===== src/rtl/complement2_serial_if.sv =====
// rtl/complement2_serial_if.sv - operand/result handshake bundle for complement2_serial
interface complement2_serial_if #(
  parameter int WIDTH = 25
);
  logic             in_valid;
  logic             in_ready;
  logic [WIDTH-1:0] in_data;
  logic [1:0]       in_mode;
  logic             out_valid;
  logic             out_ready;
  logic [WIDTH-1:0] out_data;
  logic             out_ovf;

  modport master (
    output in_valid, in_data, in_mode, out_ready,
    input  in_ready, out_valid, out_data, out_ovf
  );

  modport slave (
    input  in_valid, in_data, in_mode, out_ready,
    output in_ready, out_valid, out_data, out_ovf
  );
endinterface


===== src/rtl/complement2_serial.sv =====
// rtl/complement2_serial.sv - chunk-serial two's-complement unit (pass/negate/abs/sign-magnitude)
module complement2_serial #(
  parameter int WIDTH = 25,
  parameter int CHUNK = 5
) (
  input  logic                 clk,
  input  logic                 rst_n,
  complement2_serial_if.slave  io,
  output logic                 busy
);
  localparam int NCHUNK = WIDTH / CHUNK;
  localparam int KW     = (NCHUNK > 1) ? $clog2(NCHUNK) : 1;
  localparam logic [KW-1:0] K_LAST = KW'(NCHUNK - 1);

  localparam logic [1:0] S_IDLE = 2'd0;
  localparam logic [1:0] S_RUN  = 2'd1;
  localparam logic [1:0] S_DONE = 2'd2;

  localparam logic [1:0] M_PASS   = 2'b00;
  localparam logic [1:0] M_NEGATE = 2'b01;
  localparam logic [1:0] M_SMAG   = 2'b11;

  logic [1:0]       state_q,    state_d;
  logic [WIDTH-1:0] src_q,      src_d;
  logic             inv_q,      inv_d;
  logic             carry_q,    carry_d;
  logic [KW-1:0]    k_q,        k_d;
  logic [WIDTH-1:0] result_q,   result_d;
  logic [WIDTH-1:0] out_data_q, out_data_d;
  logic             out_ovf_q,  out_ovf_d;

  logic [31:0]      shamt;
  logic [CHUNK-1:0] chunk_in;
  logic [CHUNK:0]   sum;
  logic [WIDTH-1:0] chunk_mask;
  logic [WIDTH-1:0] res_merge;

  // Shifting instead of a variable part-select keeps the datapath legal when NCHUNK==1.
  assign shamt      = 32'(k_q) * 32'(CHUNK);
  assign chunk_in   = CHUNK'(src_q >> shamt);
  assign sum        = {1'b0, chunk_in ^ {CHUNK{inv_q}}} + {{CHUNK{1'b0}}, carry_q};
  assign chunk_mask = WIDTH'({CHUNK{1'b1}});
  assign res_merge  = (result_q & ~(chunk_mask << shamt)) | (WIDTH'(sum[CHUNK-1:0]) << shamt);

  always_comb begin
    state_d    = state_q;
    src_d      = src_q;
    inv_d      = inv_q;
    carry_d    = carry_q;
    k_d        = k_q;
    result_d   = result_q;
    out_data_d = out_data_q;
    out_ovf_d  = out_ovf_q;
    case (state_q)
      S_IDLE: begin
        if (io.in_valid) begin
          if (io.in_mode == M_SMAG) begin
            src_d = {1'b0, io.in_data[WIDTH-2:0]};
          end else begin
            src_d = io.in_data;
          end
          case (io.in_mode)
            M_PASS:   inv_d = 1'b0;
            M_NEGATE: inv_d = 1'b1;
            default:  inv_d = io.in_data[WIDTH-1];
          endcase
          carry_d = inv_d;
          k_d     = '0;
          state_d = S_RUN;
        end
      end
      S_RUN: begin
        result_d = res_merge;
        carry_d  = sum[CHUNK];
        k_d      = k_q + KW'(1);
        if (k_q == K_LAST) begin
          // Result and overflow flag are published together on DONE entry only.
          out_data_d = res_merge;
          out_ovf_d  = inv_q & src_q[WIDTH-1] & res_merge[WIDTH-1];
          k_d        = '0;
          state_d    = S_DONE;
        end
      end
      S_DONE: begin
        if (io.out_ready) begin
          state_d = S_IDLE;
        end
      end
      default: state_d = S_IDLE;
    endcase
  end

  always_ff @(posedge clk or negedge rst_n) begin
    if (!rst_n) begin
      state_q    <= S_IDLE;
      src_q      <= '0;
      inv_q      <= 1'b0;
      carry_q    <= 1'b0;
      k_q        <= '0;
      result_q   <= '0;
      out_data_q <= '0;
      out_ovf_q  <= 1'b0;
    end else begin
      state_q    <= state_d;
      src_q      <= src_d;
      inv_q      <= inv_d;
      carry_q    <= carry_d;
      k_q        <= k_d;
      result_q   <= result_d;
      out_data_q <= out_data_d;
      out_ovf_q  <= out_ovf_d;
    end
  end

  assign io.in_ready  = (state_q == S_IDLE);
  assign io.out_valid = (state_q == S_DONE);
  assign io.out_data  = out_data_q;
  assign io.out_ovf   = out_ovf_q;
  assign busy         = (state_q != S_IDLE);
endmodule


===== src/flat_wrapper.sv =====
// flat-port wrapper written by rule: the top's interface ports become plain ports
module complement2_serial_flat 
#(
  parameter int WIDTH = 25,
  parameter int CHUNK = 5
)
  (clk, rst_n, busy, io_in_valid, io_in_data, io_in_mode, io_out_ready, io_in_ready, io_out_valid, io_out_data, io_out_ovf);
  complement2_serial_if #(.WIDTH(WIDTH)) io_i ();
  input  logic clk;
  input  logic rst_n;
  output logic busy;
  input wire logic [$bits(io_i.in_valid)-1:0] io_in_valid;
  input wire logic [$bits(io_i.in_data)-1:0] io_in_data;
  input wire logic [$bits(io_i.in_mode)-1:0] io_in_mode;
  input wire logic [$bits(io_i.out_ready)-1:0] io_out_ready;
  output wire logic [$bits(io_i.in_ready)-1:0] io_in_ready;
  output wire logic [$bits(io_i.out_valid)-1:0] io_out_valid;
  output wire logic [$bits(io_i.out_data)-1:0] io_out_data;
  output wire logic [$bits(io_i.out_ovf)-1:0] io_out_ovf;
  assign io_i.in_valid = io_in_valid;
  assign io_i.in_data = io_in_data;
  assign io_i.in_mode = io_in_mode;
  assign io_i.out_ready = io_out_ready;
  assign io_in_ready = io_i.in_ready;
  assign io_out_valid = io_i.out_valid;
  assign io_out_data = io_i.out_data;
  assign io_out_ovf = io_i.out_ovf;
  complement2_serial #(.WIDTH(WIDTH), .CHUNK(CHUNK)) u_core (.clk(clk), .rst_n(rst_n), .io(io_i), .busy(busy));
endmodule

===== config.mk =====
export PLATFORM = sky130hd
export DESIGN_NAME = complement2_serial_flat
export DESIGN_NICKNAME = d
export VERILOG_FILES = /design/src/rtl/complement2_serial_if.sv /design/src/rtl/complement2_serial.sv /design/src/flat_wrapper.sv
export SDC_FILE = /design/constraint.sdc
export NUM_CORES = 1
export LEC_CHECK = 0
export CAP_MARGIN = 15
export CORE_UTILIZATION = 25
export DETAILED_ROUTE_END_ITERATION = 12
export GPL_TIMING_DRIVEN = 0
export PLACE_DENSITY = 0.48
export SLEW_MARGIN = 20
export SYNTH_ARGS = -nofsm -noshare
export SYNTH_HDL_FRONTEND = slang
export SYNTH_SLANG_ARGS = --single-unit

===== constraint.sdc =====
create_clock -name clk -period 2.6 [get_ports clk]
set_input_delay 0.78 -clock clk [delete_from_list [all_inputs] [get_ports clk]]
set_output_delay 0.78 -clock clk [all_outputs]
set_load 0.01 [all_outputs]

==> metrics.md, run 1 <==
| Metric | Value |
|---|---|
| Status | finished clean |
| Largest fanout on the critical path | 6 |
| Ys Warns | 0 |
| Rows | 43 |
| Post-Route Utilization | 34.7% |
| Post-synth cell types | 44 |
| Clock latency on the worst-skew pair | 340 ps |
| CP top delay family | multiplexers |
| Post-synth ARST share | 100% |
| Worst-path clk slew | ~60 ps |
| GP Congestion | 0.780 |
| GRT Total Usage | between 10% and 20% |
| Area of placed instances | 4460 sq um |
| Final HPWL DP | 6830 um |
| Syn_area_per_cell | 9.51 sq um |
| H-tree depth | 3 |
| Synth top area share | 54.1% |
| Synth area leaders | dfrtp_1 (54%), nand2_1 (15%), o21ai_0 (4.3%), mux4_2 (2.5%), ha_1 (2.4%) |
| Die Ht | about 120 um |
| Synthesized flop and latch total | 78 |
| Vias in the first global route | ~2900 |
| Routed Antenna Nets | 0 |
| Clock sink total | 78 |
| Buf/Inv on CP | 1 |
| Max Slew Vio Count | 0 |
| IO Pins | 60 |
| Clock Tree Buf Depth | 2 |
| WL/cell | 14.5 um |
| Least-Margin Pin Slew | around 780 ps |
| Global-route wire length before repair | about 15000 um |
| DRT iter0 DRCs | 154 |
| Ant. Diodes | 0 |
| RSZ-0062 raised after global routing | no |
| Initial antenna violation count | 0 |
| Critical Path RT | 2830 ps |
| CP max stage cell | mux4_2 |
| Final worst setup slack | between 100 and 150 ps |
| Die area | 14900 sq um |
| Hold_buf cts | 0 |
| Max_cap viols | 0 |
| Power Density | 1350 nW/um^2 |
| CTS tree | done |
| Power, Total | 6.57 mW |
| Largest area contributor in the netlist | dfrtp_1 |
| # setup viols final | 0 |
| Vias per cell | roughly 4.5 |
| Hold WC Path Type | in2async |
| Final WL | around 9000 um |
| Ys flop type | dfrtp_1 |
| Top-count cell post-synth | nand2_1 |
| Syn Inst Count | 379 |
| Root Driver | clkbuf_16 |
| Worst EP arrival | about 2700 ps |
| Core area | 14000 sq um |
| Share of layout cells above drive strength 1 | 10.0% |
| Post-synth net total | approximately 420 |
| Area delta synth->final | 34.7% |
| Cell breakdown of the critical path | buf_12, mux4_2, a22oi_2, xnor2_1, ha_2, and3b_1, mux2_4, xor2_1, a32o_1 |
| Number of synthesized flops with an enable pin | 0 |
| Slowest stage delay, CP | 510 ps |
| Synthesized area | 3610 sq um |
| Initial core utilization | 25.8% |
| Synth cell count leaders | nand2_1 (143), dfrtp_1 (78), o21ai_0 (31), clkbuf_1 (13), nand3_1 (9) |
| First-pass DRT Iterations | 4 |
| Design Area, Final | 4860 sq um |
| Worst Setup End Kind | register |
| Horiz. Die Dim | 122 um |
| Clock skew | 6.03 ps |
| NumNets Final | 492 |
| Largest net degree at the start of global routing | 47 |
| DRC | 0 |
| Worst VDD drop | 0.432 mV |
| Critical path class | reg2reg |
| Min Clock Period, post-route | around 2500 ps |
| Post-Place Cells | 619 |
| Cts bufs inserted | 9 |
| Port Buffer Count | 59 |
| Leakage power of the design | between 2 and 2.5 nW |
| Max Clock Freq | about 0.40 GHz |
| Post-Layout Cell Count | 639 |
| GRT overflow | 0 |
| Final worst-path cycle share | 95.0% |
| Slew headroom | about 48% |
| Setup WS pre-CTS | -375 ps |
| Count of final hold-check violations | 0 |
| Critical Path Start Type | register |
| DR vias | 2870 |
| Sequential area share after synthesis | between 50% and 60% |
==> layer usage <==
| layer | share of wire (%) | vias to the layer above | track usage, % | wire (um) |
|---|---|---|---|---|
| met3 | 4.3 | 12 | 3.23 | 396 |
| met4 | 1.7 | 0 | 5.72 | 161 |
| li1 | - | 1435 | - | - |
| met1 | 49 | 1363 | 18.6 | 4520 |
| met2 | 45 | 60 | 21.3 | 4190 |
| met5 | 0 | - | 0 | 0 |
==> power breakdown <==
group / internal [mW] / total (mW) / switching, mW
combinational: 1.38 / 3.14 / 1.77
sequential: 1.76 / 2.09 / 0.328
clock: 0.845 / 1.33 / 0.490
==> placed cells by master, fill, tap and decap left out, drive strengths merged <==
cell type        n
dfrtp           78
nand4            6
o21ai           34
a32o             4
ha               7
xnor2            3
or3b             1
inv              5
mux4             4
and3b            1
a221o            1
nor3             5
mux2i            6
nor2             6
bufinv           1
nand2          143
a22oi            5
a31oi            1
and2             1
xor2             6
a22o             5
nand3b           1
a21o             1
a21oi            2
nor3b            2
a211oi           4
o22ai            2
clkdlybuf4s50   58
nand3            9
o31ai            3
mux2             2
nor2b            3
buf             14
clkinv           3
nand2b           5
clkbuf          26
o32ai            1
==> logic make-up after synthesis <==
logic type	synth area share [%]
buf+inv	3.30
flops	54.1
xor+xnor	2.39
mux	4.89
fa+ha+maj	2.43
compound gates	11.2
simple gates	21.6
==> metrics by stage <==
stage | TNS (ps) | hold WS [ps]
6_report | 0 | 384
3_5_place_dp | -4980 | 461
3_3_place_gp | -164680 | 456
2_1_floorplan | 0 | 438
4_1_cts | 0 | 398
5_1_grt | 0 | 417
==> layout make-up <==
cell class / count / area (sq um)
Clock inverter: 3 / 40.0
Inverter: 6 / 22.5
Timing Repair Buffer: 65 / 653
Buffer: 20 / 104
Clock buffer: 13 / 280
Tap cell: 180 / 225
Fill cell: 1501 / 9130
Sequential cell: 78 / 1950
Multi-Input combinational cell: 274 / 1580
==> registers in the layout, summed over array words and instances, names as in the netlist <==
register and cells:
u_core.src_q 25, u_core.carry_q 1, u_core.inv_q 1, u_core.io.out_data 25
u_core.k_q 3, u_core.result_q 20, u_core.state_q 2, u_core.io.out_ovf 1
==> worst paths after layout <==
check / start / endpoint / slack [ps] / cells after the start
min: rst_n / u_core.src_q[9]$_DFFE_PN0P_ / 380 / 1
max in group asynchronous: rst_n / u_core.k_q[0]$_DFFE_PN0P_ / 1620 / 2
max reg2reg: u_core.k_q[0]$_DFFE_PN0P_ / u_core.result_q[18]$_DFFE_PN0P_ / 130 / 9
min reg2reg: u_core.src_q[10]$_DFFE_PN0P_ / u_core.src_q[10]$_DFFE_PN0P_ / 470 / 2
min in group clk: u_core.src_q[10]$_DFFE_PN0P_ / u_core.src_q[10]$_DFFE_PN0P_ / 470 / 2
max: u_core.k_q[0]$_DFFE_PN0P_ / u_core.result_q[18]$_DFFE_PN0P_ / 130 / 9
==> repair_timing <==
action | CTS | global route
endpoints found under the setup margin | 26 | 14
resized for setup | 7 | 4
buffers inserted | 1 | 4
pin swaps | 0 | 3
No activity file was read; power rests on OpenSTA's default activity.
==> run 2, diff against run 1 <==
- GPL_TIMING_DRIVEN: 0 -> unset
==> metrics.md, run 2 (synthesized netlist as in run 1, its figures left out) <==
| Metric | Value |
|---|---|
| Final HPWL DP | 6450 um |
| Net Sw Power | 2.49 mW |
| Most frequent cells in the layout | nand2_1 (143), dfrtp_1 (77), clkdlybuf4s50_1 (58) |
| Clock skew | 8.21 ps |
| Crit. Startpoint | u_core.k_q[0]$_DFFE_PN0P_ |
| First-pass DRT Iterations | 4 |
| Worst VDD drop | 0.468 mV |
| Gate power share | 45.1% |
| # setup viols final | 0 |
| Routed Antenna Nets | 0 |
| Post-Route Utilization | approximately a third |
| Global-route wire length before repair | 15000 um |
| Status | finished clean |
| DRC | 0 |
| Final worst-path cycle share | 94.0% |
| Vias per cell | 4.43 |
| GRT Total Usage | roughly an eighth |
| Least-Margin Pin Slew | roughly 770 ps |
| Power Density | 1330 nW/um^2 |
| GRT overflow | 0 |
| Share of layout cells above drive strength 1 | between 10% and 20% |
| WHS | 393 ps |
| Commonest non-fill, non-tap cell in the layout | nand2_1 |
| Vias in the first global route | 2944 |
| Ant. Diodes | 0 |
| CTS tree | done |
| Die Ht | 122 um |
| Rows | 43 |
| Worst reg2reg path startpoint | u_core.k_q[0]$_DFFE_PN0P_ |
| Max_cap viols | 0 |
| Max Slew Vio Count | 0 |
| Worst Setup End Kind | register |
| Max Clock Freq | 0.409 GHz |
| Power, Total | 6.36 mW |
| Initial antenna violation count | 0 |
| Critical Path Start Type | register |
| Clock sink total | 78 |
| DRT iter0 DRCs | 142 |
| Count of final hold-check violations | 0 |
| Leakage power of the design | 2.18 nW |
| RSZ-0062 raised after global routing | no |
| IO Pins | 60 |
| Slew headroom | 48.1% |
| DR vias | 2785 |
| Clock latency on the worst-skew pair | 340 ps |
| Horiz. Die Dim | 122 um |
| Area delta synth->final | 32.8% |
| Die area | 14900 sq um |
| Fin Setup TNS | 0 ps |
| Largest fanout on the critical path | 5 |
| Core area | 14000 sq um |
| Root Driver | clkbuf_16 |
| Seq pwr share | 33.9% |
| Worst EP arrival | roughly 2700 ps |
| Final worst setup slack | 157 ps |
| Fillers | 1440 |
| Clock Power Share | 20.9% |
| Hold WC Path Type | in2async |
| WL/cell | 14.0 um |
| NumNets Final | 481 |
| H-tree depth | 3 |
| Min Clock Period, post-route | 2440 ps |
| Port Buffer Count | 59 |
| Final WL | 8770 um |
| Worst-path clk slew | 60 ps |
| Initial core utilization | 25.8% |
| Cts bufs inserted | 9 |
| Largest net degree at the start of global routing | 35 |
| Switching share of power | 39.2% |
| Critical path class | reg2reg |
| Critical Path RT | 2840 ps |
| Setup WS pre-CTS | between 100 and 150 ps |
| GP Congestion | 0.755 |
| Clock Tree Buf Depth | 2 |
| P_int | 3.87 mW |
==> run 2: cell types whose count changed in the layout (fill, tap and decap cells not counted), sizes merged <==
| cell | before | now |
|---|---|---|
| clkbuf | 26 | 10 |
| clkinvlp | 0 | 1 |
| buf | 14 | 16 |
| bufinv | 1 | 2 |
| clkinv | 3 | 4 |
==> run 2: worst paths after layout <==
kind                                                      end  slack (ps)  cells after the start
min reg2reg                   u_core.result_q[16]$_DFFE_PN0P_         470                      2
max reg2reg                u_core.io.out_data[24]$_DFFE_PN0P_         160                      8
min                              u_core.src_q[14]$_DFFE_PN0P_         390                      1
max in group asynchronous           u_core.k_q[0]$_DFFE_PN0P_        1610                      2
max                        u_core.io.out_data[24]$_DFFE_PN0P_         160                      8
min in group clk              u_core.result_q[16]$_DFFE_PN0P_         470                      2
==> run 2: power by group through the flow <==
stage	Sequential [mW]	Clock (mW)	Combinational [mW]
3_3_place_gp	2.18	0	2.82
2_1_floorplan	2.11	0	1.81
3_5_place_dp	2.19	0	2.86
4_1_cts	2.17	1.37	2.87
5_1_grt	2.24	1.42	3.22
6_report	2.16	1.33	2.87
==> run 2: final cells by class <==
cell class | instances | area (sq um) | share of cell area (%)
clock buffer | 10 | 229 | 4.78
clock inverter | 6 | 86.3 | 1.80
inverter | 6 | 22.5 | 0.470
multi-input combinational | 274 | 1550 | 32.5
sequential | 78 | 1950 | 40.8
tap | 180 | 225 | 4.70
timing repair buffer | 74 | 717 | 15.0
==> run 2: what timing repair did <==
action	CTS	global route
resized for setup	0	3
setup buffers	0	0
endpoints found under the setup margin	0	9
hold buffers	0	0
endpoints found under the hold margin	0	0
==> run 2: stage by stage <==
stage / instance area, sq um / instances
final: 4790 / 628
after CTS: 4770 / 628
after detailed placement: 4460 / 612
after global routing: 4790 / 628
after global placement: 4460 / 612
after floorplan: 3620 / 379
==> run 2: worst max-delay path, stage by stage (launching register included) <==
cell and delay (ps):
dfrtp_2 420, mux4_2 530, a22oi_2 150, xnor2_1 150, ha_2 230, ha_1 180, nand3_1 180, xor2_4 240
o31ai_1 260
==> run 2: layer usage <==
| metal | part of all wire (%) | wire length, um | track usage (%) | vias up |
|---|---|---|---|---|
| met5 | 0 | 0 | 0 | - |
| met4 | 1.5 | 128 | 4.34 | 0 |
| met3 | 4.0 | 352 | 3.46 | 12 |
| met2 | 45 | 3930 | 20.5 | 59 |
| met1 | 50 | 4360 | 17.7 | 1302 |
| li1 | - | - | - | 1412 |
